[src/rtl/txl_pop_scheduler.sv]
// -----------------------------------------------------------------------------
// txl_pop_scheduler
//
// Round-robin pop scheduler for the transaction-layer virtual-channel FIFOs.
// Pops at most one word per cycle from four fifo_c queues and forwards it
// through a two-stage registered path into a single downstream FIFO. Popping
// is gated combinationally by the downstream almost-full flag. The block also
// owns the almost-full / almost-empty threshold registers fanned out to the
// queues, and latches a sticky ERROR state on any queue error.
//
// Ports
//   clk               single clock, all state updates on posedge
//   reset             synchronous reset, active-high
//   init              forces INIT; thresholds load from *_in while in INIT
//   umbral_af_in      almost-full threshold captured in INIT
//   umbral_ae_in      almost-empty threshold captured in INIT
//   fifo_empty        per-queue empty flags (bit i = queue i)
//   fifo_error        per-queue error flags
//   fifo_valid        per-queue valid_out_c (read data valid)
//   fifo_data         per-queue read data, queue i at [i*DW +: DW]
//   dest_almost_full  downstream FIFO almost-full flag
//   pop               one-hot (or zero) pop request to the queues
//   data_out          forwarded word
//   valid_out         data_out valid this cycle
//   umbral_af_out     almost-full threshold register
//   umbral_ae_out     almost-empty threshold register
//   state             one-hot FSM state
//   idle              IDLE with an empty output pipeline
//   error_out         high while in ERROR
//   words_fwd         forwarded-word counter, wraps at 255
//
// States
//   state  | meaning
//   RESET  | held by reset; leaves to INIT as soon as reset drops
//   INIT   | thresholds track *_in every cycle; exits to IDLE when init=0
//   IDLE   | nothing to pop; waits for a non-empty queue
//   ACTIVE | popping one word per cycle in round-robin order
//   PAUSE  | downstream almost full; popping suspended
//   ERROR  | sticky after any queue error; only reset leaves it
// -----------------------------------------------------------------------------
module txl_pop_scheduler #(
  parameter int unsigned DW         = 6,
  parameter logic [3:0]  AF_DEFAULT = 4'd6,
  parameter logic [3:0]  AE_DEFAULT = 4'd2
) (
  input  logic            clk,
  input  logic            reset,
  input  logic            init,
  input  logic [3:0]      umbral_af_in,
  input  logic [3:0]      umbral_ae_in,
  input  logic [3:0]      fifo_empty,
  input  logic [3:0]      fifo_error,
  input  logic [3:0]      fifo_valid,
  input  logic [4*DW-1:0] fifo_data,
  input  logic            dest_almost_full,
  output logic [3:0]      pop,
  output logic [DW-1:0]   data_out,
  output logic            valid_out,
  output logic [3:0]      umbral_af_out,
  output logic [3:0]      umbral_ae_out,
  output logic [5:0]      state,
  output logic            idle,
  output logic            error_out,
  output logic [7:0]      words_fwd
);

  typedef enum logic [5:0] {
    S_RESET  = 6'b000001,
    S_INIT   = 6'b000010,
    S_IDLE   = 6'b000100,
    S_ACTIVE = 6'b001000,
    S_PAUSE  = 6'b010000,
    S_ERROR  = 6'b100000
  } state_t;

  state_t        r_state;
  state_t        w_state_nxt;

  logic [1:0]    r_last;
  logic          r_pop_d;
  logic [1:0]    r_grant_d;
  logic [DW-1:0] r_data_out;
  logic          r_valid_out;
  logic [7:0]    r_words_fwd;
  logic [3:0]    r_umbral_af;
  logic [3:0]    r_umbral_ae;

  logic          w_any_ready;
  logic          w_any_error;
  logic          w_pop_en;
  logic [1:0]    w_sel;
  logic          w_found;
  logic [1:0]    w_cand;
  logic [DW-1:0] w_data_sel;

  assign w_any_ready = ~&fifo_empty;
  assign w_any_error = |fifo_error;

  // ---------------------------------------------------------------------------
  // FSM
  // ---------------------------------------------------------------------------
  always_ff @(posedge clk) begin
    if (reset) begin
      r_state <= S_RESET;
    end else begin
      r_state <= w_state_nxt;
    end
  end

  always_comb begin
    w_state_nxt = r_state;
    if (r_state == S_RESET) begin
      w_state_nxt = S_INIT;
    end else if (w_any_error) begin
      w_state_nxt = S_ERROR;
    end else begin
      case (r_state)
        S_INIT: begin
          if (!init) w_state_nxt = S_IDLE;
        end
        S_IDLE: begin
          if (init)             w_state_nxt = S_INIT;
          else if (w_any_ready) w_state_nxt = dest_almost_full ? S_PAUSE : S_ACTIVE;
        end
        S_ACTIVE: begin
          if (init)              w_state_nxt = S_INIT;
          else if (dest_almost_full) w_state_nxt = S_PAUSE;
          else if (!w_any_ready) w_state_nxt = S_IDLE;
        end
        S_PAUSE: begin
          if (init)                  w_state_nxt = S_INIT;
          else if (!dest_almost_full) w_state_nxt = w_any_ready ? S_ACTIVE : S_IDLE;
        end
        S_ERROR: w_state_nxt = S_ERROR;
        default: w_state_nxt = S_RESET;
      endcase
    end
  end

  // ---------------------------------------------------------------------------
  // Round-robin select: first non-empty queue after the last one granted.
  // ---------------------------------------------------------------------------
  always_comb begin
    w_sel   = r_last;
    w_found = 1'b0;
    w_cand  = r_last;
    for (int k = 1; k <= 4; k++) begin
      w_cand = r_last + 2'(k);
      if (!w_found && !fifo_empty[w_cand]) begin
        w_sel   = w_cand;
        w_found = 1'b1;
      end
    end
  end

  // Gated by dest_almost_full combinationally so a rising flag stops the pop
  // in the same cycle; only the two words already in flight can follow it.
  assign w_pop_en = (r_state == S_ACTIVE) && !dest_almost_full && w_any_ready;
  assign pop      = w_pop_en ? (4'b0001 << w_sel) : 4'b0000;

  // ---------------------------------------------------------------------------
  // Output stage: the queue presents its word one cycle after the pop, so the
  // grant is delayed one cycle to pick the right lane for data_out.
  // ---------------------------------------------------------------------------
  always_comb begin
    w_data_sel = fifo_data[0 +: DW];
    for (int i = 0; i < 4; i++) begin
      if (r_grant_d == 2'(i)) w_data_sel = fifo_data[i*DW +: DW];
    end
  end

  always_ff @(posedge clk) begin
    if (reset) begin
      r_last      <= 2'd3;
      r_pop_d     <= 1'b0;
      r_grant_d   <= 2'd0;
      r_data_out  <= '0;
      r_valid_out <= 1'b0;
      r_words_fwd <= 8'd0;
    end else begin
      r_pop_d <= w_pop_en;
      if (w_pop_en) begin
        r_grant_d <= w_sel;
        r_last    <= w_sel;
      end
      if (r_pop_d) r_data_out <= w_data_sel;
      // A popped word whose queue does not flag it valid is dropped here.
      r_valid_out <= r_pop_d & fifo_valid[r_grant_d];
      if (r_valid_out) r_words_fwd <= r_words_fwd + 8'd1;
    end
  end

  // ---------------------------------------------------------------------------
  // Threshold registers
  // ---------------------------------------------------------------------------
  always_ff @(posedge clk) begin
    if (reset) begin
      r_umbral_af <= AF_DEFAULT;
      r_umbral_ae <= AE_DEFAULT;
    end else if (r_state == S_INIT) begin
      r_umbral_af <= umbral_af_in;
      r_umbral_ae <= umbral_ae_in;
    end
  end

  assign data_out      = r_data_out;
  assign valid_out     = r_valid_out;
  assign words_fwd     = r_words_fwd;
  assign umbral_af_out = r_umbral_af;
  assign umbral_ae_out = r_umbral_ae;
  assign state         = r_state;
  assign error_out     = (r_state == S_ERROR);
  assign idle          = (r_state == S_IDLE) && !r_pop_d && !r_valid_out;

endmodule

[config.mk]
export PLATFORM = sky130hd
export DESIGN_NAME = txl_pop_scheduler
export DESIGN_NICKNAME = d
export VERILOG_FILES = /design/src/rtl/txl_pop_scheduler.sv
export SDC_FILE = /design/constraint.sdc
export NUM_CORES = 1
export LEC_CHECK = 0
export BUFFER_PORTS_ARGS = -buffer_cell sky130_fd_sc_hd__buf_4
export CAP_MARGIN = 40
export CORE_MARGIN = 3
export CORE_UTILIZATION = 49
export DETAILED_ROUTE_END_ITERATION = 7
export MAX_ROUTING_LAYER = met4
export PLACE_DENSITY = 0.84
export SLEW_MARGIN = 20
export SYNTH_ARGS = -nofsm -noshare
export SYNTH_HDL_FRONTEND = slang
export SYNTH_SLANG_ARGS = --single-unit
[constraint.sdc]
create_clock -name clk -period 5.4 [get_ports clk]
set_input_delay 1.62 -clock clk [delete_from_list [all_inputs] [get_ports clk]]
set_output_delay 1.62 -clock clk [all_outputs]
set_load 0.05 [all_outputs]
==> results.cfg <==
[floorplan]
die_h_um = 64.98
io_pins = 83
core-area_mm2 = 0.003178
fp-row-count = 20
fp.dieW_um = 64.98
initial_core_util_pct = 53.62
die-area_mm2 = 0.004222

[placed_design]
gp_congestion = 0.8683
place.detailed.hpwl_um = 3367
placed_cells_incl_taps = 309
port-buffer-count = 82
dp_slack_ps = 581.1

[route]
vias = 1747
drtPass1Iterations = 4
ant_nets = 0
drt_iter0_drc = 125
via_per_inst = 5.511
wl_um = 4391
wl_per_cell_um = 13.85
route.detailed.drc = 0

[logic_synthesis]
postSynthAreaPerCell_um2 = 8.784
yosys.area_share.simple_pct = 26.73
synthArstFlopShare_pct = 0
yosysSeqAreaShare_pct = 39.94
yosys.area.top_type_share_pct = 39.94
yosysMostFrequentCell = dfxtp_1
synth-edff-count = 0
ys_seq_elements = 34
synthAdderAreaFrac_pct = 0.7342
yosys_warnings = 0
synth_cell_types = 40
synth_top_family_by_area = simple AND/OR/NAND/NOR gates
synth.largest_area_cell = dfxtp_1
synth_top_flop_cell = dfxtp_1
synthTopCellsByCount = dfxtp_1, nor2_1, nand2_1
synth_xor_area_share_pct = 3.084
synth_compound_area_share_pct = 11.82
synthMuxAreaShare_pct = 14.54
synth.net_count = 243
syn-cell-area_mm2 = 0.001704
syn_inst = 194
yosys-top-cells-area = dfxtp_1, mux4_2, nor2_1, nand2_1, mux2i_1

[clock_tree]
htreeDepth = 2
clk_pin_slew_worst_paths_ps = 100
cts_tree = yes
clock_tree.root_cell = clkbuf_4
postCtsSetupBuffers = 0
cts-resized-gates = 0
cts_max_path_buffers = 2
cts_sinks = 34
clock_latency_ps = 340
cts_made_buffers = 5
cts_hold_buf = 0

[cells_and_area]
diodes = 0
stdcell_count = 317
drive_above_1_share_pct = 36.63
layout.nets = 321
syn_to_final_growth_pct = 40.38

[global_route]
grt-ovfl-total = 0
grt_use_met2_pct = 36.02
antenna_found_initial = 0
track_usage_pct = 21.97
grt_most_used_layer = met2
grt_max_degree = 29
grtUsageMet1_pct = 26.01
grtUsageMet3_pct = 5.026
grt_pass1_wl_um = 7044
grt_pass1_vias = 1597

[timing]
finalCriticalPeriod_ps = 4803
final_max_slew_viol_count = 0
hold_violations = 0
tightest_slew_ps = 714.9
fin_worst_skew_ps = 12.26
fin_setup_tns_ps = 0
setup_violations = 0
fmax_mhz = 208.2
finalCritPeriodShare_pct = 88.95
rsz0062_at_grt = no
max_slew_margin_pct = 51.90
setup_ws_ps = 596.6

[worst_setup_path]
crit_path_cell_trace = buf_4 > and4_1 > nor4_1 > nand2b_1 > nor2_1 > buf_4
path_common_cell = buf_4
rrSetupSlack_ps = 3040
cp_slowest_stage_delay_ps = 620
worst_ep_required_time_ps = 3780
path_max_fanout = 5
reg2regPathDepth = 4
cp-end-kind = output port
worst_path_max_delay_cell = nor4_1
reg2reg_from = state[1]
reg2reg_to = state[2]
crit_arrival_ps = 3180
criticalPathCategory = input pin to output port
startpoint_type = input pin

[pwr]
power.leakage_nw = 1.040
pwr-share-clk_pct = 30.5
internal_power_uw = 356.0
seqPwrFrac_pct = 53.6
power_frac_comb_pct = 15.9
switching_share_pct = 26.09
p_per_area_mw_per_mm2 = 201.3
power.switching_uw = 125.7
ir_drop_uv = 139.9

[worst_hold_path]
hp-class = flip-flop to flip-flop
hold_depth = 2
hp-start = umbral_ae_out[0]
min_to = umbral_ae_out[0]

[job]
cap_violations = 0

[run_status]
status = completed
how the worst max path moves through the flow:
stage / from / to / depth (start not counted)
2_1_floorplan: fifo_empty[1] / pop[2] / 4
3_3_place_gp: fifo_empty[1] / pop[2] / 6
3_5_place_dp: fifo_empty[1] / pop[2] / 6
4_1_cts: fifo_empty[1] / pop[2] / 6
5_1_grt: fifo_empty[1] / pop[2] / 6
6_report: fifo_empty[1] / pop[2] / 6
power groups by stage:
stage | registers (mW) | logic, mW | clock network, mW
2_1_floorplan | 0.275 | 0.0270 | 0
3_3_place_gp | 0.264 | 0.0754 | 0
3_5_place_dp | 0.264 | 0.0763 | 0
4_1_cts | 0.258 | 0.0765 | 0.150
5_1_grt | 0.259 | 0.0821 | 0.164
6_report | 0.258 | 0.0764 | 0.147
cells by family (layout without fill, tap and decap cells):
family / Yosys count / count (layout)
simple gates: 93 / 93
flops: 34 / 34
compound gates: 30 / 30
mux: 16 / 16
buf+inv: 14 / 93
xor+xnor: 6 / 6
fa+ha+maj: 1 / 1
cell usage in the layout, fill, tap and decap left out, types with 3 or more instances in the layout:
master and n:
clkbuf_4 5, nand2_1 25, buf_4 82, nand3_1 10
xor2_1 5, nand4_1 4, nor2_1 26, and4_1 3
mux2i_1 9, o21ai_0 7, dfxtp_1 34, and3_1 3
inv_1 3, or3_1 3, a21oi_1 10, nor3_1 6
mux4_2 7
cell type report:
class	instances	area, um2
inverters	3	11.26
clock inverters	1	5.005
clock buffers	7	55.05
repair buffers	82	615.6
multi-input cells	146	969.7
flip-flops and latches	34	680.7
well taps	44	55.05
fillers	242	785.8
through the flow:
step | area [um2] | hold WS, ps | power, mW | utilization [%]
after global placement | 2332 | 444.1 | 0.3393 | 73.39
after global routing | 2392 | 482.3 | 0.5051 | 75.28
final | 2392 | 461.0 | 0.4817 | 75.28
after detailed placement | 2332 | 451.8 | 0.3404 | 73.39
after floorplan | 1704 | 493.0 | 0.3021 | -
after CTS | 2392 | 466.5 | 0.4848 | 75.28
flip-flops by register name, summed over array words and instances (netlist names):
signal,flops
data_out,6
r_grant_d,2
r_last,2
r_pop_d,1
state,6
umbral_ae_out,4
umbral_af_out,4
valid_out,1
words_fwd,8
routing by layer:
metal | vias up | part of all wire (%)
met5 | - | 0
met4 | 0 | 1.5
met3 | 8 | 7.1
met2 | 61 | 50
met1 | 815 | 42
li1 | 863 | -
worst max-delay path, delay by kind of cell:
family | cells | cell delay, ps
AND/OR/NAND/NOR | 4 | 1230
buffers and inverters | 2 | 340
No activity file was read; power rests on OpenSTA's default activity.
